$ cat config.mk
export PLATFORM = sky130hd
export DESIGN_NAME = btn_debounce_multi
export DESIGN_NICKNAME = d
export VERILOG_FILES = /design/src/rtl/btn_pkg.sv /design/src/rtl/btn_debounce_ch.sv /design/src/rtl/btn_debounce_multi.sv
export SDC_FILE = /design/constraint.sdc
export NUM_CORES = 1
export LEC_CHECK = 0
export ABC_AREA = 1
export CAP_MARGIN = 20
export CORE_AREA = 4 4 123 125
export DETAILED_ROUTE_END_ITERATION = 7
export DIE_AREA = 0 0 127 129
export SYNTH_ARGS = -nofsm -noshare
export SYNTH_HDL_FRONTEND = slang
export SYNTH_SLANG_ARGS = --single-unit
export TNS_END_PERCENT = 100
$ cat constraint.sdc
create_clock -name clk -period 2.6 [get_ports clk]
set_input_delay 0.39 -clock clk [delete_from_list [all_inputs] [get_ports clk]]
set_output_delay 0.39 -clock clk [all_outputs]
set_load 0.01 [all_outputs]
$ cat src/rtl/btn_pkg.sv
// Shared definitions for the multi-channel button debouncer: the per-channel
// FSM state encoding and a width helper used to size counters.
package btn_pkg;

    // Per-channel debounce FSM states
    typedef enum logic [1:0] {
        ST_IDLE     = 2'd0,  // debounced level 0
        ST_PRESS_DB = 2'd1,  // counting consecutive high samples
        ST_HELD     = 2'd2,  // debounced level 1
        ST_REL_DB   = 2'd3   // counting consecutive low samples
    } btn_state_e;

    // Number of bits needed to hold 'value' (minimum 1), i.e. clog2(value+1)
    function automatic int unsigned calc_bw(input int unsigned value);
        int unsigned bw;
        bw = 1;
        for (int i = 1; i < 32; i++) begin
            if ((32'd1 << i) <= value) begin
                bw = i + 1;
            end else begin
                bw = bw;
            end
        end
        return bw;
    endfunction

endpackage

$ cat src/rtl/btn_debounce_ch.sv
// One button channel: two-flop synchroniser, four-state debounce FSM with a
// stable-sample counter, and a registered one-cycle press pulse.
// Optional auto-repeat while held is built when BTN_AUTOREPEAT_EN is defined.
module btn_debounce_ch
    import btn_pkg::*;
#(
    parameter int DB_CYCLES     = 4,
    parameter int CNT_BW        = 3
`ifdef BTN_AUTOREPEAT_EN
    ,
    parameter int REPEAT_DELAY  = 20,
    parameter int REPEAT_PERIOD = 8
`endif
) (
    input  logic clk,
    input  logic reset_n,
    input  logic raw_btn,
    output logic level,
    output logic pulse
);

    // Last counter value before a level change is accepted
    localparam logic [CNT_BW-1:0] CNT_LAST = CNT_BW'(DB_CYCLES - 1);
    localparam logic [CNT_BW-1:0] CNT_ONE  = CNT_BW'(1);
    localparam logic [CNT_BW-1:0] CNT_ZERO = {CNT_BW{1'b0}};

    logic              sync1_r;
    logic              sync2_r;
    btn_state_e        state_r;
    btn_state_e        state_nxt_s;
    logic [CNT_BW-1:0] cnt_r;
    logic [CNT_BW-1:0] cnt_nxt_s;
    logic              level_r;
    logic              level_nxt_s;
    logic              rise_r;
    logic              rise_nxt_s;
    logic              rep_fire_s;
    logic              pulse_r;

    // Two-flop synchroniser for the raw asynchronous button level
    always_ff @(posedge clk or negedge reset_n) begin
        if (!reset_n) begin
            sync1_r <= 1'b0;
            sync2_r <= 1'b0;
        end else begin
            sync1_r <= raw_btn;
            sync2_r <= sync1_r;
        end
    end

    // Next-state logic: the sample that leaves a stable state already counts
    // as the first of the DB_CYCLES stable samples needed to switch level
    always_comb begin
        state_nxt_s = state_r;
        cnt_nxt_s   = cnt_r;
        level_nxt_s = level_r;
        rise_nxt_s  = 1'b0;
        case (state_r)
            ST_IDLE: begin
                if (sync2_r) begin
                    state_nxt_s = ST_PRESS_DB;
                    cnt_nxt_s   = CNT_ONE;
                end else begin
                    cnt_nxt_s   = CNT_ZERO;
                end
            end
            ST_PRESS_DB: begin
                if (!sync2_r) begin
                    state_nxt_s = ST_IDLE;
                    cnt_nxt_s   = CNT_ZERO;
                end else if (cnt_r == CNT_LAST) begin
                    state_nxt_s = ST_HELD;
                    cnt_nxt_s   = CNT_ZERO;
                    level_nxt_s = 1'b1;
                    rise_nxt_s  = 1'b1;
                end else begin
                    cnt_nxt_s   = cnt_r + CNT_ONE;
                end
            end
            ST_HELD: begin
                if (!sync2_r) begin
                    state_nxt_s = ST_REL_DB;
                    cnt_nxt_s   = CNT_ONE;
                end else begin
                    cnt_nxt_s   = CNT_ZERO;
                end
            end
            ST_REL_DB: begin
                if (sync2_r) begin
                    state_nxt_s = ST_HELD;
                    cnt_nxt_s   = CNT_ZERO;
                end else if (cnt_r == CNT_LAST) begin
                    state_nxt_s = ST_IDLE;
                    cnt_nxt_s   = CNT_ZERO;
                    level_nxt_s = 1'b0;
                end else begin
                    cnt_nxt_s   = cnt_r + CNT_ONE;
                end
            end
            default: begin
                state_nxt_s = ST_IDLE;
                cnt_nxt_s   = CNT_ZERO;
                level_nxt_s = 1'b0;
            end
        endcase
    end

    // FSM state, stable-sample counter, debounced level and press-pending flag
    always_ff @(posedge clk or negedge reset_n) begin
        if (!reset_n) begin
            state_r <= ST_IDLE;
            cnt_r   <= CNT_ZERO;
            level_r <= 1'b0;
            rise_r  <= 1'b0;
        end else begin
            state_r <= state_nxt_s;
            cnt_r   <= cnt_nxt_s;
            level_r <= level_nxt_s;
            rise_r  <= rise_nxt_s;
        end
    end

`ifdef BTN_AUTOREPEAT_EN
    localparam int unsigned REP_MAX = (REPEAT_DELAY > REPEAT_PERIOD) ?
                                      REPEAT_DELAY : REPEAT_PERIOD;
    localparam int unsigned REP_BW  = calc_bw(REP_MAX);
    localparam logic [REP_BW-1:0] REP_DELAY_V  = REP_BW'(REPEAT_DELAY);
    localparam logic [REP_BW-1:0] REP_PERIOD_V = REP_BW'(REPEAT_PERIOD);
    localparam logic [REP_BW-1:0] REP_ONE      = REP_BW'(1);
    localparam logic [REP_BW-1:0] REP_ZERO     = {REP_BW{1'b0}};

    logic [REP_BW-1:0] rep_cnt_r;
    logic [REP_BW-1:0] rep_cnt_nxt_s;
    logic              rep_first_r;
    logic              rep_first_nxt_s;

    // Repeat timer: runs only while staying in HELD; the first target is the
    // initial delay, later targets the repeat period
    always_comb begin
        rep_cnt_nxt_s   = rep_cnt_r;
        rep_first_nxt_s = rep_first_r;
        rep_fire_s      = 1'b0;
        if ((state_r == ST_HELD) && (state_nxt_s == ST_HELD)) begin
            if (rep_cnt_r == (rep_first_r ? REP_DELAY_V : REP_PERIOD_V)) begin
                rep_fire_s      = 1'b1;
                rep_cnt_nxt_s   = REP_ONE;
                rep_first_nxt_s = 1'b0;
            end else begin
                rep_cnt_nxt_s   = rep_cnt_r + REP_ONE;
            end
        end else begin
            rep_cnt_nxt_s   = REP_ZERO;
            rep_first_nxt_s = 1'b1;
        end
    end

    // Repeat timer registers
    always_ff @(posedge clk or negedge reset_n) begin
        if (!reset_n) begin
            rep_cnt_r   <= REP_ZERO;
            rep_first_r <= 1'b1;
        end else begin
            rep_cnt_r   <= rep_cnt_nxt_s;
            rep_first_r <= rep_first_nxt_s;
        end
    end
`else
    assign rep_fire_s = 1'b0;
`endif

    // Output pulse: one cycle after a press is accepted, or on a repeat tick
    always_ff @(posedge clk or negedge reset_n) begin
        if (!reset_n) begin
            pulse_r <= 1'b0;
        end else begin
            pulse_r <= rise_r | rep_fire_s;
        end
    end

    assign level = level_r;
    assign pulse = pulse_r;

endmodule

$ cat src/rtl/btn_debounce_multi.sv
// NUM_BTN independent debounce channels plus a lowest-index "any press"
// encoder over the registered press pulses. Defining BTN_AUTOREPEAT_EN adds
// per-channel auto-repeat pulses while a button stays held.
module btn_debounce_multi
    import btn_pkg::*;
#(
    parameter int NUM_BTN       = 4,
    parameter int DB_CYCLES     = 1000000,
    parameter int CNT_BW        = $clog2(DB_CYCLES + 1),
    parameter int REPEAT_DELAY  = 50000000,
    parameter int REPEAT_PERIOD = 10000000,
    parameter int IDX_BW        = ($clog2(NUM_BTN) > 0) ? $clog2(NUM_BTN) : 1
) (
    input  logic               clk,
    input  logic               reset_n,
    input  logic [NUM_BTN-1:0] i_btn,
    output logic [NUM_BTN-1:0] o_level,
    output logic [NUM_BTN-1:0] o_pulse,
    output logic               o_any,
    output logic [IDX_BW-1:0]  o_idx
);

    logic [IDX_BW-1:0] idx_s;

    // Reject configurations the channel logic cannot honour
    if ((NUM_BTN < 1) || (DB_CYCLES < 2) ||
        (REPEAT_DELAY < 1) || (REPEAT_PERIOD < 1)) begin : g_cfg_err
        $error("btn_debounce_multi: illegal parameter set");
    end

    for (genvar g = 0; g < NUM_BTN; g++) begin : g_ch
        btn_debounce_ch #(
            .DB_CYCLES     (DB_CYCLES),
            .CNT_BW        (CNT_BW)
`ifdef BTN_AUTOREPEAT_EN
            ,
            .REPEAT_DELAY  (REPEAT_DELAY),
            .REPEAT_PERIOD (REPEAT_PERIOD)
`endif
        ) u_ch (
            .clk     (clk),
            .reset_n (reset_n),
            .raw_btn (i_btn[g]),
            .level   (o_level[g]),
            .pulse   (o_pulse[g])
        );
    end

    // Priority encoder: scan from the top so the lowest pulsing index wins
    always_comb begin
        idx_s = {IDX_BW{1'b0}};
        for (int i = NUM_BTN - 1; i >= 0; i--) begin
            if (o_pulse[i]) begin
                idx_s = IDX_BW'(i);
            end else begin
                idx_s = idx_s;
            end
        end
    end

    assign o_any = |o_pulse;
    assign o_idx = idx_s;

endmodule

## Yosys cells after proc, flatten, opt, wreduce, memory -nomap -nowiden

Index checks and enable logic that the tools add are counted.

| word-level totals | value |
|---|---|
| bits in registers | 108 |
| output and inout bits | 11 |

| cells by class | value |
|---|---|
| mux-type cells | 88 |
| equality and inequality tests | 48 |
| reductions and logical operators | 17 |
| add/sub/neg operators | 4 |

Operators with widths:

| operator | count |
|---|---|
| one-hot mux 20 bit (4 select lines) | 4 |
| 2-to-1 mux 20 bit | 12 |
| adder 20 x 1 -> 20 bit, second input constant | 4 |
| == test 20 bit, second input constant | 4 |
| 2-to-1 mux 2 bit | 28 |
| 2-to-1 mux 1 bit | 36 |
| inequality test 2 x 1 -> 1 bit, second input constant | 16 |
| one-hot mux 2 bit (4 select lines) | 4 |
| AND reduction 5 bit | 4 |
| == test 2 bit, second input constant | 8 |
| inequality test 2 bit, second input constant | 8 |
| AND reduction 4 bit | 4 |
| inequality test 3 x 1 -> 1 bit, second input constant | 4 |
| inequality test 3 bit, second input constant | 4 |
| == test 2 x 1 -> 1 bit, second input constant | 4 |
| zero test 2 bit | 4 |
| one-hot mux 1 bit (2 select lines) | 4 |
| nonzero test 2 bit | 4 |
| OR reduction 4 bit | 1 |

## Longest topological paths before layout

Gate-level depths: netlist of run 1.

| depth | value |
|---|---|
| depth in word-level cells | 4 |
| gate-level depth with buffers | 9 |
| depth with buffers taken out | 9 |

## Hierarchy

A second synthesis of run 1 with hierarchy kept.

| second synthesis, totals | value |
|---|---|
| cell total of the unflattened synthesis | 771 |
| area total of the unflattened synthesis | 5,941.9 µm² |

By module, submodules not included:

| module | area an instance (µm²) | times used | cells each |
|---|---|---|---|
| btn_debounce_ch at g_ch[1].u_ch ... | 1,502.7 | 2 | 198 |
| btn_debounce_ch at g_ch[0].u_ch | 1,472.7 | 1 | 184 |
| btn_debounce_ch at g_ch[3].u_ch | 1,417.6 | 1 | 182 |
| btn_debounce_multi | 46.3 | 1 | 9 |

## Worst setup path before layout of run 1

Ideal clock, no wire load.

| path | value |
|---|---|
| path type | register to register |
| from | register g_ch[3].u_ch.cnt_r[0] |
| to | register g_ch[3].u_ch.cnt_r[3] |
| clock period less this slack | 1,399 ps |
| cell stages (with the launch flop) | 8 |
| data arrival time | 1,274 ps |
| setup time | 124 ps |
| setup slack | 1,201 ps |
| cells stage by stage | dfrtp_1 > ha_1 > nand3_1 > nor2_4 > nand3_1 > nand2_1 > buf_2 > nor3b_1 |

| between the ends | value |
|---|---|
| longest elaborated chain between the ends | 4 |
| elaborated cells on any way between the ends | 6 |
| those cells by class | 1 x add/sub; 1 x eq/ne; 4 x mux |

RTL lines:

| item | line | text |
|---|---|---|
| start: declaration | btn_debounce_ch.sv:31 | `logic [CNT_BW-1:0] cnt_r;` |
| start signal: assignment | btn_debounce_ch.sv:117 | `cnt_r <= cnt_nxt_s;` |
| adder 20 x 1 -> 20 bit or == test 20 bit (tied branches) | -- |  |
| 2-to-1 mux 20 bit (*) | btn_debounce_ch.sv:71, btn_debounce_ch.sv:92 |  |
| 2-to-1 mux 20 bit (on tied branches) | btn_debounce_ch.sv:89, btn_debounce_ch.sv:68 |  |
| one-hot mux 20 bit (4 select lines) (*) | btn_debounce_ch.sv:58 | `case (state_r)` |
| via g_ch[3].u_ch.cnt_nxt_s[3] | btn_debounce_ch.sv:32 | `logic [CNT_BW-1:0] cnt_nxt_s;` |

Mark *: on every way through the listed nets, which the timed path passes. The rest lies on a longest branch.
A chain may end at the register's enable or synchronous reset.

## Worst setup path in the final report of run 1

| path | value |
|---|---|
| from | register g_ch[2].u_ch.cnt_r[0] |
| to | register g_ch[2].u_ch.cnt_r[0] |

| between the ends | value |
|---|---|
| longest elaborated chain between the ends | 4 |
| elaborated cells on any way between the ends | 6 |
| those cells by class | 1 x add/sub; 1 x eq/ne; 4 x mux |

RTL lines:

| item | line |
|---|---|
| start: declaration | btn_debounce_ch.sv:31 |
| start signal: assignment | btn_debounce_ch.sv:117 |
| adder 20 x 1 -> 20 bit or == test 20 bit (tied branches) | -- |
| 2-to-1 mux 20 bit (*) | btn_debounce_ch.sv:71, btn_debounce_ch.sv:92 |
| 2-to-1 mux 20 bit (on tied branches) | btn_debounce_ch.sv:89, btn_debounce_ch.sv:68 |
| one-hot mux 20 bit (4 select lines) (*) | btn_debounce_ch.sv:58 |
| via g_ch[2].u_ch.cnt_nxt_s[0] | btn_debounce_ch.sv:32 |

Marked as above.

==> impl_summary.log, run 1 <==
INFO  metric clockBufferDepth = 2
INFO  metric max-vdd-ir-drop = approximately 0.00032 V
INFO  metric critical_path_cell_by_cell = ha_1 -> nand3_1 -> nor2_2 -> nand3_1 -> nand2_1 -> o21ai_0
INFO  metric drv.max_cap_violation_count = 0
INFO  metric mostFrequentLayoutCells = 139 x sky130_fd_sc_hd__nand2_1, 137 x sky130_fd_sc_hd__nor2_1, 108 x sky130_fd_sc_hd__dfrtp_1
INFO  metric design.portCount = 17
INFO  metric finalNetCount = between 700 and 800
INFO  metric number_of_remaining_drc_errors = 0
INFO  metric clkSlewWorstSetupHoldPaths = around 0.07 ns
INFO  metric cp.arrival = 2.17 ns
INFO  metric crit_slowest_cell = sky130_fd_sc_hd__nand2_1
INFO  metric outcome = finished clean
INFO  metric fin_crit_share = 0.7624
INFO  metric detail_route.wirelength = 10600 µm
INFO  metric vias_per_inst = ~4.9
INFO  metric rows = 43
INFO  metric detailedRoute.firstIterationViolations = around 330
INFO  metric final_instance_count_excl_fillers = 880
INFO  metric insertion_delay_to_the_later_sink_of_the_worst_skew_pair = around 0.35 ns
INFO  metric place.gp.congestion = around 0.89
INFO  metric drtAntennaViolNets = 0
INFO  metric netlist-cell-type-count = 28
INFO  metric r2r_setup_slack = just over 0.6 ns
INFO  metric worst-path-buf-inv = 0
INFO  metric grt_setup_unrepaired = no
INFO  metric met3_usage = 0.03694
INFO  metric reg2regPathDepth = 6
INFO  metric tritoncts_clock_tree = built
INFO  metric detailed_place_hpwl = between 7000 and 8000 µm
INFO  metric placement.cell_area = between 5000 and 6000 µm²
INFO  metric report.final.slew_viol_count = 0
INFO  metric initial_utilization = 0.3961
INFO  metric finalHoldViolCount = 0
INFO  metric cts.root.buffer_cell = sky130_fd_sc_hd__clkbuf_16
INFO  metric cts_setup_buffers = 0
INFO  metric num_antenna_cells = 0
INFO  metric fp.dieArea = about 16000 µm²
INFO  metric r2r-end = g_ch[2].u_ch.cnt_r[0]
INFO  metric path_depth = 6
INFO  metric cts_made_buffers = 9
INFO  metric leading_cell_type_in_the_layout_fill_and_taps_excluded = sky130_fd_sc_hd__nand2_1
INFO  metric grt_busiest_layer = met2
INFO  metric synthToLayoutAreaGrowth = 10.51%
INFO  metric buffer_ports.inserted = 16
INFO  metric avgSynthCellArea = between 8 and 9 µm²
INFO  metric htree_levels = 3
INFO  metric grt_start_max_net_pins = 42
INFO  metric worstSetupStartpointType = flop
INFO  metric placed_cells_incl_taps = just under 900
INFO  metric postSynthCellCount = a little under 700
INFO  metric endpoint_kind = flop
INFO  metric number_of_global_route_vias_before_repair = roughly 4200
INFO  metric cts-hold-fix-buffers = 0
INFO  metric setup.worst_path.start = g_ch[2].u_ch.cnt_r[0]
INFO  metric seq_area_frac_synth = 0.4916
INFO  metric p_leak = 2.443 nW
INFO  metric power_density_over_the_cells = around 550 nW/µm²
INFO  metric fin_hold_ws = 0.01916 ns
INFO  metric finalSetupTns = 0 ns
INFO  metric fmax = around 500 MHz
INFO  metric synth_seq_cells = between 100 and 150
INFO  metric hold_class = primary input to asynchronous set/reset pin
INFO  metric grt_remaining_overflow = 0
INFO  metric timing.critical_path.max_delay_family = simple AND/OR/NAND/NOR gates
INFO  metric final-setup-viol-count = 0
INFO  metric path_max_fanout = 21
INFO  metric syn_area = between 5000 and 6000 µm²
INFO  metric total_clock_sinks = roughly 110
INFO  metric worst_path_most_repeated_cell = sky130_fd_sc_hd__nand3_1
INFO  metric grt_pass1_wl = around 19000 µm
INFO  metric finalClockSkew = 0.009821 ns
INFO  metric fin_area = between 6000 and 7000 µm²
INFO  metric die_width = about 130 µm
INFO  metric detailroute.via_count = around 4300
INFO  metric die_height = 129 µm
INFO  metric report.power.total = 3.313 mW
INFO  metric grt.met2_usage = 0.2344
INFO  metric antenna_found_initial = 0
INFO  metric final_period_minus_worst_setup_slack = a little under 2 ns
INFO  metric timing.slew.headroom = 0.5130
INFO  metric core_region_area = between 10000 and 15000 µm²
INFO  metric worstReg2RegStart = g_ch[2].u_ch.cnt_r[0]
INFO  metric cp_data_required_time = approximately 2.8 ns
INFO  metric gr-usage-met1 = 0.1881
INFO  metric timing_worst_setup_path_type = flop to flop
INFO  metric setup.worst_path.end = g_ch[2].u_ch.cnt_r[0]
INFO  metric synth.net_count = between 600 and 700
INFO  metric cts_resized = 0
INFO  metric tightest_slew = roughly 0.73 ns
INFO  metric routedWlPerCell = 12.05 µm
INFO  metric worst_path_largest_cell_delay = between 0.5 and 0.6 ns
INFO  metric grt_usage = 0.1407
INFO  metric iteration_count_of_the_initial_detailed_routing_pass = 6
INFO  metric drive_gt1_frac = 0.06286
INFO  metric synthesis.yosys.warnings = 0
[kinds of logic (layout without fill, tap and decap cells)]
| kind of cell | Yosys count | count (layout) | share of synthesized area |
|---|---|---|---|
| AND/OR/NAND/NOR | 412 | 412 | 0.3359 |
| flip-flops | 108 | 108 | 0.4916 |
| buffers and inverters | 85 | 102 | 0.06691 |
| XOR/XNOR | 39 | 39 | 0.06213 |
| AO/OA/AOI/OAI | 35 | 35 | 0.03436 |
| adder cells (fa/ha/maj) | 4 | 4 | 0.009104 |
[where the power goes]
part / internal (mW) / switching, mW / leakage, nW
Clock: 0.653 / 0.619 / 0.132
Sequential: 1.74 / 0.0488 / 1.47
Combinational: 0.0711 / 0.183 / 0.838
[worst min path at each step]
stage / start / endpoint / slack, ns / depth (start not counted)
floorplan: reset_n / asynchronous set/reset pin / 0.09 / 0
global placement: g_ch[2].u_ch.sync1_r / g_ch[2].u_ch.sync2_r / 0.33 / 0
detailed placement: g_ch[3].u_ch.rise_r / g_ch[3].u_ch.pulse / 0.34 / 0
CTS: reset_n / g_ch[2].u_ch.cnt_r[14] / 0.03 / 1
global route: reset_n / g_ch[2].u_ch.cnt_r[10] / 0.05 / 1
finish: reset_n / g_ch[2].u_ch.cnt_r[14] / 0.02 / 1
[worst reg2reg max path, stage by stage, from the launching register on]
cell and delay, ns:
sky130_fd_sc_hd__dfrtp_1 0.38, sky130_fd_sc_hd__ha_1 0.19, sky130_fd_sc_hd__nand3_1 0.12, sky130_fd_sc_hd__nor2_2 0.25
sky130_fd_sc_hd__nand3_1 0.13, sky130_fd_sc_hd__nand2_1 0.55, sky130_fd_sc_hd__o21ai_0 0.20
[Yosys cell counts]
cell type / instances / area [µm²]
sky130_fd_sc_hd__a21o_1: 3 / 22.52
sky130_fd_sc_hd__a21oi_1: 11 / 55.05
sky130_fd_sc_hd__a31oi_1: 1 / 6.260
sky130_fd_sc_hd__buf_2: 6 / 30.03
sky130_fd_sc_hd__buf_4: 11 / 82.58
sky130_fd_sc_hd__dfrtp_1: 108 / 2703
sky130_fd_sc_hd__ha_1: 4 / 50.05
sky130_fd_sc_hd__inv_1: 62 / 232.7
sky130_fd_sc_hd__inv_2: 6 / 22.52
sky130_fd_sc_hd__nand2_1: 139 / 521.8
sky130_fd_sc_hd__nand2_2: 3 / 18.77
sky130_fd_sc_hd__nand3_1: 48 / 240.2
sky130_fd_sc_hd__nand3_2: 4 / 40.04
sky130_fd_sc_hd__nand3b_1: 4 / 30.03
sky130_fd_sc_hd__nand4_1: 28 / 175.2
sky130_fd_sc_hd__nor2_1: 137 / 514.2
sky130_fd_sc_hd__nor2_2: 6 / 37.54
sky130_fd_sc_hd__nor2_4: 5 / 56.30
sky130_fd_sc_hd__nor3_1: 28 / 140.1
sky130_fd_sc_hd__nor3_2: 1 / 10.01
sky130_fd_sc_hd__nor3b_1: 5 / 37.54
sky130_fd_sc_hd__o21ai_0: 14 / 70.07
sky130_fd_sc_hd__o21ai_1: 4 / 20.02
sky130_fd_sc_hd__o21bai_1: 2 / 15.01
sky130_fd_sc_hd__or2_0: 1 / 6.260
sky130_fd_sc_hd__or2_1: 3 / 18.77
sky130_fd_sc_hd__xnor2_1: 13 / 113.9
sky130_fd_sc_hd__xor2_1: 26 / 227.7
[sequential cells by signal, indices dropped and copies added, names as in the netlist, named ones only]
name and count:
g_ch.u_ch.cnt_r 80, g_ch.u_ch.level 4, g_ch.u_ch.pulse 4, g_ch.u_ch.rise_r 4
g_ch.u_ch.state_r 4, g_ch.u_ch.sync1_r 4, g_ch.u_ch.sync2_r 4
[metrics by stage]
step / utilization / setup WS [ns]
finish: 0.4377 / 0.6179
global route: 0.4377 / 0.3435
CTS: 0.4377 / 0.6027
detailed placement: 0.4181 / 0.6313
global placement: 0.4181 / 0.6857
floorplan: - / 1.201
[per-layer routing]
metal  vias up  share of wire
met4         0         0.0075
met3         5          0.032
met2        55           0.47
met5         -              0
met1      2044           0.49
li1       2204              -
[area by class of cell]
| cell class | count | area, µm² |
|---|---|---|
| clock buffers | 9 | 225.2 |
| clock inverters | 6 | 47.55 |
| fillers | 1394 | 7805 |
| inverters | 68 | 255.2 |
| multi-input cells | 490 | 2427 |
| flip-flops and latches | 108 | 2703 |
| well taps | 180 | 225.2 |
| repair buffers | 19 | 192.7 |
(Power assumes the default switching activity.)
==> run 2: changes to the inputs <==
==> constraint.sdc (replaced) <==
create_clock -name clk -period 1.63 [get_ports clk]
set_input_delay 0.2445 -clock clk [delete_from_list [all_inputs] [get_ports clk]]
set_output_delay 0.2445 -clock clk [all_outputs]
set_load 0.01 [all_outputs]
==> impl_summary.log, run 2 (same netlist as run 1, synthesis figures left out) <==
INFO  metric outcome = finished clean (unchanged)
INFO  metric detailroute.via_count = 4350 (was 4308)
INFO  metric detailed_place_hpwl = 7913 µm (was 7771 µm)
INFO  metric timing.slew.headroom = 0.6699 (was 0.5130)
INFO  metric clkSlewWorstSetupHoldPaths = 0.07 ns (about the same)
INFO  metric grt_busiest_layer = met2 (unchanged)
INFO  metric initial_utilization = 0.3961 (unchanged)
INFO  metric antenna_found_initial = 0 (unchanged)
INFO  metric placement.cell_area = 5933 µm² (was 5803 µm²)
INFO  metric place.gp.congestion = 0.8764 (was 0.8899)
INFO  metric r2r-end = g_ch[1].u_ch.cnt_r[19] (was g_ch[2].u_ch.cnt_r[0])
INFO  metric fill_cells = 1375 (was 1394)
INFO  metric grt_pass1_wl = 18590 µm (was 19240 µm)
INFO  metric iteration_count_of_the_initial_detailed_routing_pass = 4 (was 6)
INFO  metric timing_worst_setup_path_type = flop to output port (was flop to flop)
INFO  metric top_register = g_ch.u_ch.cnt_r (unchanged)
INFO  metric final_instance_count_excl_fillers = 899 (was 880)
INFO  metric detail_route.wirelength = 10640 µm (was 10600 µm)
INFO  metric finalNetCount = 724 (was 706)
INFO  metric cts.root.buffer_cell = sky130_fd_sc_hd__clkbuf_16 (unchanged)
INFO  metric worst-path-buf-inv = 1 (was 0)
INFO  metric max-vdd-ir-drop = 0.0005469 V (was 0.0003174 V)
INFO  metric finalHoldViolCount = 0 (unchanged)
INFO  metric core_region_area = 13880 µm² (unchanged)
INFO  metric drive_gt1_frac = 0.09597 (was 0.06286)
INFO  metric grt_usage = 0.1372 (was 0.1407)
INFO  metric report.final.slew_viol_count = 0 (unchanged)
INFO  metric p_leak = 2.566 nW (was 2.443 nW)
INFO  metric setup.worst_path.start = g_ch[0].u_ch.pulse (was g_ch[2].u_ch.cnt_r[0])
INFO  metric routedWlPerCell = 11.84 µm (was 12.05 µm)
INFO  metric cp_data_required_time = 1.39 ns (was 2.79 ns)
INFO  metric timing.final.ws_setup = 0.07489 ns (was 0.6179 ns)
INFO  metric grt.met2_usage = 0.2251 (was 0.2344)
INFO  metric fin_area = 6296 µm² (was 6076 µm²)
INFO  metric clockBufferDepth = 2 (unchanged)
INFO  metric insertion_delay_to_the_later_sink_of_the_worst_skew_pair = 0.36 ns (was 0.35 ns)
INFO  metric power_density_over_the_cells = 866.0 nW/µm² (was 545.2 nW/µm²)
INFO  metric drtAntennaViolNets = 0 (unchanged)
INFO  metric pre_cts_slack = 0.04165 ns (was 0.6313 ns)
INFO  metric crit_slowest_cell = sky130_fd_sc_hd__clkdlybuf4s50_1 (was sky130_fd_sc_hd__nand2_1)
INFO  metric drv.max_cap_violation_count = 0 (unchanged)
INFO  metric rows = 43 (unchanged)
INFO  metric fin_hold_ws = 0.3242 ns (was 0.01916 ns)
INFO  metric die_height = 129 µm (unchanged)
INFO  metric mostFrequentLayoutCells = 138 x sky130_fd_sc_hd__nand2_1, 137 x sky130_fd_sc_hd__nor2_1, 108 x sky130_fd_sc_hd__dfrtp_1 (was 139 x sky130_fd_sc_hd__nand2_1, 137 x sky130_fd_sc_hd__nor2_1, 108 x sky130_fd_sc_hd__dfrtp_1)
INFO  metric final-setup-viol-count = 0 (unchanged)
INFO  metric die_width = 127 µm (unchanged)
INFO  metric synthToLayoutAreaGrowth = 14.52% (was 10.51%)
INFO  metric cp.arrival = 1.31 ns (was 2.17 ns)
INFO  metric worstReg2RegStart = g_ch[1].u_ch.cnt_r[13] (was g_ch[2].u_ch.cnt_r[0])
INFO  metric leading_cell_type_in_the_layout_fill_and_taps_excluded = sky130_fd_sc_hd__nand2_1 (unchanged)
INFO  metric report.power.total = 5.452 mW (was 3.313 mW)
INFO  metric vias_per_inst = 4.839 (was 4.895)
INFO  metric worst_path_largest_cell_delay = 0.56 ns (was 0.55 ns)
INFO  metric htree_levels = 3 (unchanged)
INFO  metric buffer_ports.inserted = 16 (unchanged)
INFO  metric finalClockSkew = 0.01018 ns (was 0.009821 ns)
INFO  metric largest_register_ff_count = 80 (unchanged)
INFO  metric timing.critical_path.max_delay_family = buffers and inverters (was simple AND/OR/NAND/NOR gates)
INFO  metric num_antenna_cells = 0 (unchanged)
INFO  metric design.portCount = 17 (unchanged)
INFO  metric r2r_setup_slack = 0.12 ns (was 0.62 ns)
INFO  metric tritoncts_clock_tree = built (unchanged)
INFO  metric grt_remaining_overflow = 0 (unchanged)
INFO  metric grt_start_max_net_pins = 37 (was 42)
INFO  metric grt_setup_unrepaired = yes (was no)
INFO  metric path_max_fanout = 4 (was 21)
INFO  metric fin_crit_share = 0.9541
INFO  metric finalSetupTns = 0 ns (unchanged)
INFO  metric met3_usage = 0.03653 (was 0.03694)
INFO  metric postLayoutCoreUtil = 0.4536 (was 0.4377)
INFO  metric fp.dieArea = 16380 µm² (unchanged)
INFO  metric fmax = between 600 and 700 MHz
INFO  metric tightest_slew = 0.4952 ns (was 0.7287 ns)
INFO  metric cts_made_buffers = 9 (unchanged)
INFO  metric detailedRoute.firstIterationViolations = 329 (was 334)
INFO  metric number_of_remaining_drc_errors = 0 (unchanged)
INFO  metric critical_path_cell_by_cell = clkdlybuf4s50_1 (was ha_1 -> nand3_1 -> nor2_2 -> nand3_1 -> nand2_1 -> o21ai_0)
INFO  metric endpoint_kind = output port (was flop)
INFO  metric number_of_global_route_vias_before_repair = 4209 (was 4217)
INFO  metric reg2regPathDepth = 7 (was 6)
INFO  metric hold_class = primary input to flop (was primary input to asynchronous set/reset pin)
INFO  metric placed_cells_incl_taps = 879 (was 865)
INFO  metric gr-usage-met1 = 0.1801 (was 0.1881)
INFO  metric path_depth = 1 (was 6)
INFO  metric setup.worst_path.end = o_pulse[0] (was g_ch[2].u_ch.cnt_r[0])
INFO  metric final_period_minus_worst_setup_slack = 1.555 ns
INFO  metric worstSetupStartpointType = flop (unchanged)
INFO  metric total_clock_sinks = 108 (unchanged)
==> run 2: changes by cell type in the layout (fill, tap and decap cells not counted), sizes merged <==
cell,change
buf,+17
clkdlybuf4s50,-3
clkinv,-2
dlygate4sd2,+3
dlygate4sd3,+1
inv,+3
==> run 2: worst min path at each step <==
stage | startpoint | to | slack (ns) | cells after the start
floorplan | reset_n | asynchronous set/reset pin | -0.05 | 0
global placement | reset_n | g_ch[2].u_ch.cnt_r[12] | 0.23 | 1
detailed placement | reset_n | g_ch[2].u_ch.cnt_r[12] | 0.24 | 1
CTS | i_btn[1] | g_ch[1].u_ch.sync1_r | 0.30 | 1
global route | i_btn[0] | g_ch[0].u_ch.sync1_r | 0.30 | 1
finish | i_btn[1] | g_ch[1].u_ch.sync1_r | 0.32 | 1
==> run 2: area by class of cell <==
cell class / count / area (µm²) / share of cell area
flip-flops and latches: 108 / 2703 / 0.4293
multi-input cells: 490 / 2480 / 0.3939
repair buffers: 37 / 351.6 / 0.05584
inverters: 68 / 255.2 / 0.04054
clock buffers: 9 / 225.2 / 0.03577
well taps: 180 / 225.2 / 0.03577
clock inverters: 7 / 56.30 / 0.008943
==> run 2: power breakdown <==
| group | leakage (nW) | internal, mW | switching, mW |
|---|---|---|---|
| Sequential | 1.47 | 2.77 | 0.0778 |
| Combinational | 0.956 | 0.177 | 0.318 |
| Clock | 0.138 | 1.06 | 1.05 |
==> run 2: timing repair <==
action,CTS,global route
resized for setup,3,11
pin swaps,0,4
setup endpoints to repair,3,48
hold endpoints to repair,32,0
buffers inserted,0,3
cloned,0,0
hold buffers,1,0
==> run 2: metal layers <==
layer,up-vias,part of all wire
li1,2247,-
met4,0,0.014
met1,2020,0.48
met3,10,0.039
met2,73,0.46
met5,-,0
==> run 3: changes to the inputs <==
==> constraint.sdc (replaced) <==
create_clock -name clk -period 1.63 [get_ports clk]
set_input_delay 0.163 -clock clk [delete_from_list [all_inputs] [get_ports clk]]
set_output_delay 0.163 -clock clk [all_outputs]
set_load 0.01 [all_outputs]
==> impl_summary.log, run 3 (same netlist as run 1, synthesis figures left out) <==
INFO  metric power.net_switching = 1.407 mW (was 1.443 mW)
INFO  metric number_of_global_route_vias_before_repair = 4211 (was 4209)
INFO  metric detail_route.wirelength = 10790 µm (was 10640 µm)
INFO  metric endpoint_kind = flop (was output port)
INFO  metric grt_remaining_overflow = 0 (unchanged)
INFO  metric htree_levels = 3 (unchanged)
INFO  metric power.share.combinational = 0.086 (was 0.091)
INFO  metric power_density_over_the_cells = 909.8 nW/µm² (was 866.0 nW/µm²)
INFO  metric crit_slowest_cell = sky130_fd_sc_hd__dfrtp_1 (was sky130_fd_sc_hd__clkdlybuf4s50_1)
INFO  metric finalNetCount = 723 (was 724)
INFO  metric die_height = 129 µm (unchanged)
INFO  metric top_register = g_ch.u_ch.cnt_r (unchanged)
INFO  metric leading_cell_type_in_the_layout_fill_and_taps_excluded = sky130_fd_sc_hd__nand2_1 (unchanged)
INFO  metric pwr-share-clk = 0.420 (was 0.387)
INFO  metric timing.critical_path.max_delay_family = simple AND/OR/NAND/NOR gates (was buffers and inverters)
INFO  metric tritoncts_clock_tree = built (unchanged)
INFO  metric antenna_found_initial = 0 (unchanged)
INFO  metric total_clock_sinks = 108 (unchanged)
INFO  metric detailroute.wirelength.met2 = 5006 µm (was 4928 µm)
INFO  metric max-vdd-ir-drop = 0.0006501 V (was 0.0005469 V)
INFO  metric fp.dieArea = 16380 µm² (unchanged)
INFO  metric report.final.slew_viol_count = 0 (unchanged)
INFO  metric hold_class = primary input to flop (unchanged)
INFO  metric clkSlewWorstSetupHoldPaths = 0.07 ns (about the same)
INFO  metric timing.slew.headroom = 0.6750 (was 0.6699)
INFO  metric number_of_remaining_drc_errors = 0 (unchanged)
INFO  metric mostFrequentLayoutCells = 138 x sky130_fd_sc_hd__nand2_1, 135 x sky130_fd_sc_hd__nor2_1, 108 x sky130_fd_sc_hd__dfrtp_1 (was 138 x sky130_fd_sc_hd__nand2_1, 137 x sky130_fd_sc_hd__nor2_1, 108 x sky130_fd_sc_hd__dfrtp_1)
INFO  metric drv.max_cap_violation_count = 0 (unchanged)
INFO  metric core_region_area = 13880 µm² (unchanged)
INFO  metric finalClockSkew = 0.007190 ns (was 0.01018 ns)
INFO  metric highest-signal-layer = met4 (unchanged)
INFO  metric buffer_ports.inserted = 16 (unchanged)
INFO  metric final_period_minus_worst_setup_slack = 1.525 ns (was 1.555 ns)
INFO  metric worst_path_largest_cell_delay = 0.38 ns (was 0.56 ns)
INFO  metric initial_utilization = 0.3961 (unchanged)
INFO  metric num_antenna_cells = 0 (unchanged)
INFO  metric final-setup-viol-count = 0 (unchanged)
INFO  metric p_leak = 2.577 nW (was 2.566 nW)
INFO  metric cp_data_required_time = 1.88 ns (was 1.39 ns)
INFO  metric design.portCount = 17 (unchanged)
INFO  metric iteration_count_of_the_initial_detailed_routing_pass = 4 (unchanged)
INFO  metric outcome = finished clean (unchanged)
INFO  metric finalHoldViolCount = 0 (unchanged)
INFO  metric m1WireLength = 5310 µm (was 5153 µm)
INFO  metric insertion_delay_to_the_later_sink_of_the_worst_skew_pair = 0.36 ns (about the same)
INFO  metric worstSetupStartpointType = flop (unchanged)
INFO  metric sequential_share_of_power = 0.494 (was 0.522)
INFO  metric drtAntennaViolNets = 0 (unchanged)
INFO  metric tightest_slew = 0.4875 ns (was 0.4952 ns)
INFO  metric rows = 43 (unchanged)
INFO  metric critical_path_cell_by_cell = ha_1 -> nand3_1 -> nor2_4 -> nand3_2 -> nor2_1 -> xor2_1 -> nor2_1 (was clkdlybuf4s50_1)
INFO  metric cts_made_buffers = 9 (unchanged)
INFO  metric clockBufferDepth = 2 (unchanged)
INFO  metric synthToLayoutAreaGrowth = 15.25% (was 14.52%)
INFO  metric place.gp.congestion = 0.8531 (was 0.8764)
INFO  metric fin_crit_share = 0.9356 (was 0.9541)
INFO  metric path_max_fanout = 4 (unchanged)
INFO  metric detailed_place_hpwl = 7908 µm (was 7913 µm)
INFO  metric grt_pass1_wl = 19090 µm (was 18590 µm)
INFO  metric postLayoutCoreUtil = 0.4565 (was 0.4536)
INFO  metric fmax = 655.7 MHz (was 643.0 MHz)
INFO  metric worst_path_most_repeated_cell = sky130_fd_sc_hd__nor2_1
INFO  metric drive_gt1_frac = 0.09610 (was 0.09597)
INFO  metric detailedRoute.firstIterationViolations = 381 (was 329)
INFO  metric final_instance_count_excl_fillers = 898 (was 899)
INFO  metric cp.arrival = 1.77 ns (was 1.31 ns)
INFO  metric internal_power = 4.358 mW (was 4.010 mW)
INFO  metric vias_per_inst = 4.834 (was 4.839)
INFO  metric grt_start_max_net_pins = 38 (was 37)
INFO  metric netSwitchingFraction = 0.2440 (was 0.2646)
INFO  metric detailroute.via_count = 4341 (was 4350)
INFO  metric die_width = 127 µm (unchanged)
INFO  metric largest_register_ff_count = 80 (unchanged)
INFO  metric worst-path-buf-inv = 0 (was 1)
INFO  metric met3_length = 318 µm (was 414 µm)
INFO  metric placed_cells_incl_taps = 878 (was 879)
INFO  metric timing_worst_setup_path_type = flop to flop (was flop to output port)
INFO  metric routedWlPerCell = 12.01 µm (was 11.84 µm)
INFO  metric grt_usage = 0.1419 (was 0.1372)
INFO  metric cts.root.buffer_cell = sky130_fd_sc_hd__clkbuf_16 (unchanged)
==> run 3: cell count changes in the layout (fill, tap and decap cells not counted), moves of 2 or more <==
cell / delta
sky130_fd_sc_hd__buf_4: -2
sky130_fd_sc_hd__bufinv_16: +2
sky130_fd_sc_hd__inv_6: -3
sky130_fd_sc_hd__nor2_1: -2
sky130_fd_sc_hd__nor2_2: +2
==> run 3: routing by layer <==
metal | up-vias | track usage
met2 | 47 | 0.2276
met3 | 8 | 0.03736
met5 | - | 0
met4 | 0 | 0.04416
met1 | 2047 | 0.1896
li1 | 2239 | -
==> run 3: final timing paths <==
check	from	to	slack, ns	depth (start not counted)
max	g_ch[3].u_ch.cnt_r[1]	g_ch[3].u_ch.cnt_r[12]	0.10	7
min	i_btn[2]	g_ch[2].u_ch.sync1_r	0.24	1
max reg2reg	g_ch[3].u_ch.cnt_r[1]	g_ch[3].u_ch.cnt_r[12]	0.10	7
min reg2reg	g_ch[3].u_ch.rise_r	g_ch[3].u_ch.pulse	0.35	0
max in group asynchronous	reset_n	g_ch[1].u_ch.sync1_r	0.76	3
min in group asynchronous	reset_n	g_ch[2].u_ch.cnt_r[12]	0.31	2
==> run 3: layout make-up <==
cell class / instances / area, µm²
Clock buffer: 10 / 239.0
Sequential cell: 108 / 2703
Clock inverter: 6 / 93.84
Timing Repair Buffer: 36 / 347.8
Inverter: 68 / 255.2
Tap cell: 180 / 225.2
Fill cell: 1397 / 7545
Multi-Input combinational cell: 490 / 2472
==> run 3: what timing repair did <==
item                                    4_1_cts  5_1_grt
endpoints found under the setup margin        3       72
resized for setup                             3       13
hold buffers                                  1        0
cloned                                        0        0
pin swaps                                     0        3
hold endpoints to repair                     33        0
setup buffers                                 0        3
==> run 3: metrics by stage <==
stage	total power [mW]	hold slack (ns)	cell area, µm²	worst slack [ns]	TNS [ns]
global route	6.044	0.2258	6336	-0.001090	-0.001090
global placement	3.369	0.1582	5926	0.1073	0
detailed placement	3.384	0.1668	5926	0.06191	0
CTS	5.846	0.2232	6265	0.02555	0
floorplan	3.190	-0.1326	5498	0.2313	0
finish	5.765	0.2414	6336	0.1050	0
==> run 3: power by group through the flow <==
stage / Sequential, mW / Combinational, mW / Clock [mW]
final: 2.85 / 0.498 / 2.42
after global routing: 2.86 / 0.588 / 2.60
after CTS: 2.84 / 0.493 / 2.51
after detailed placement: 2.90 / 0.487 / 0
after global placement: 2.89 / 0.477 / 0
after floorplan: 2.88 / 0.305 / 0
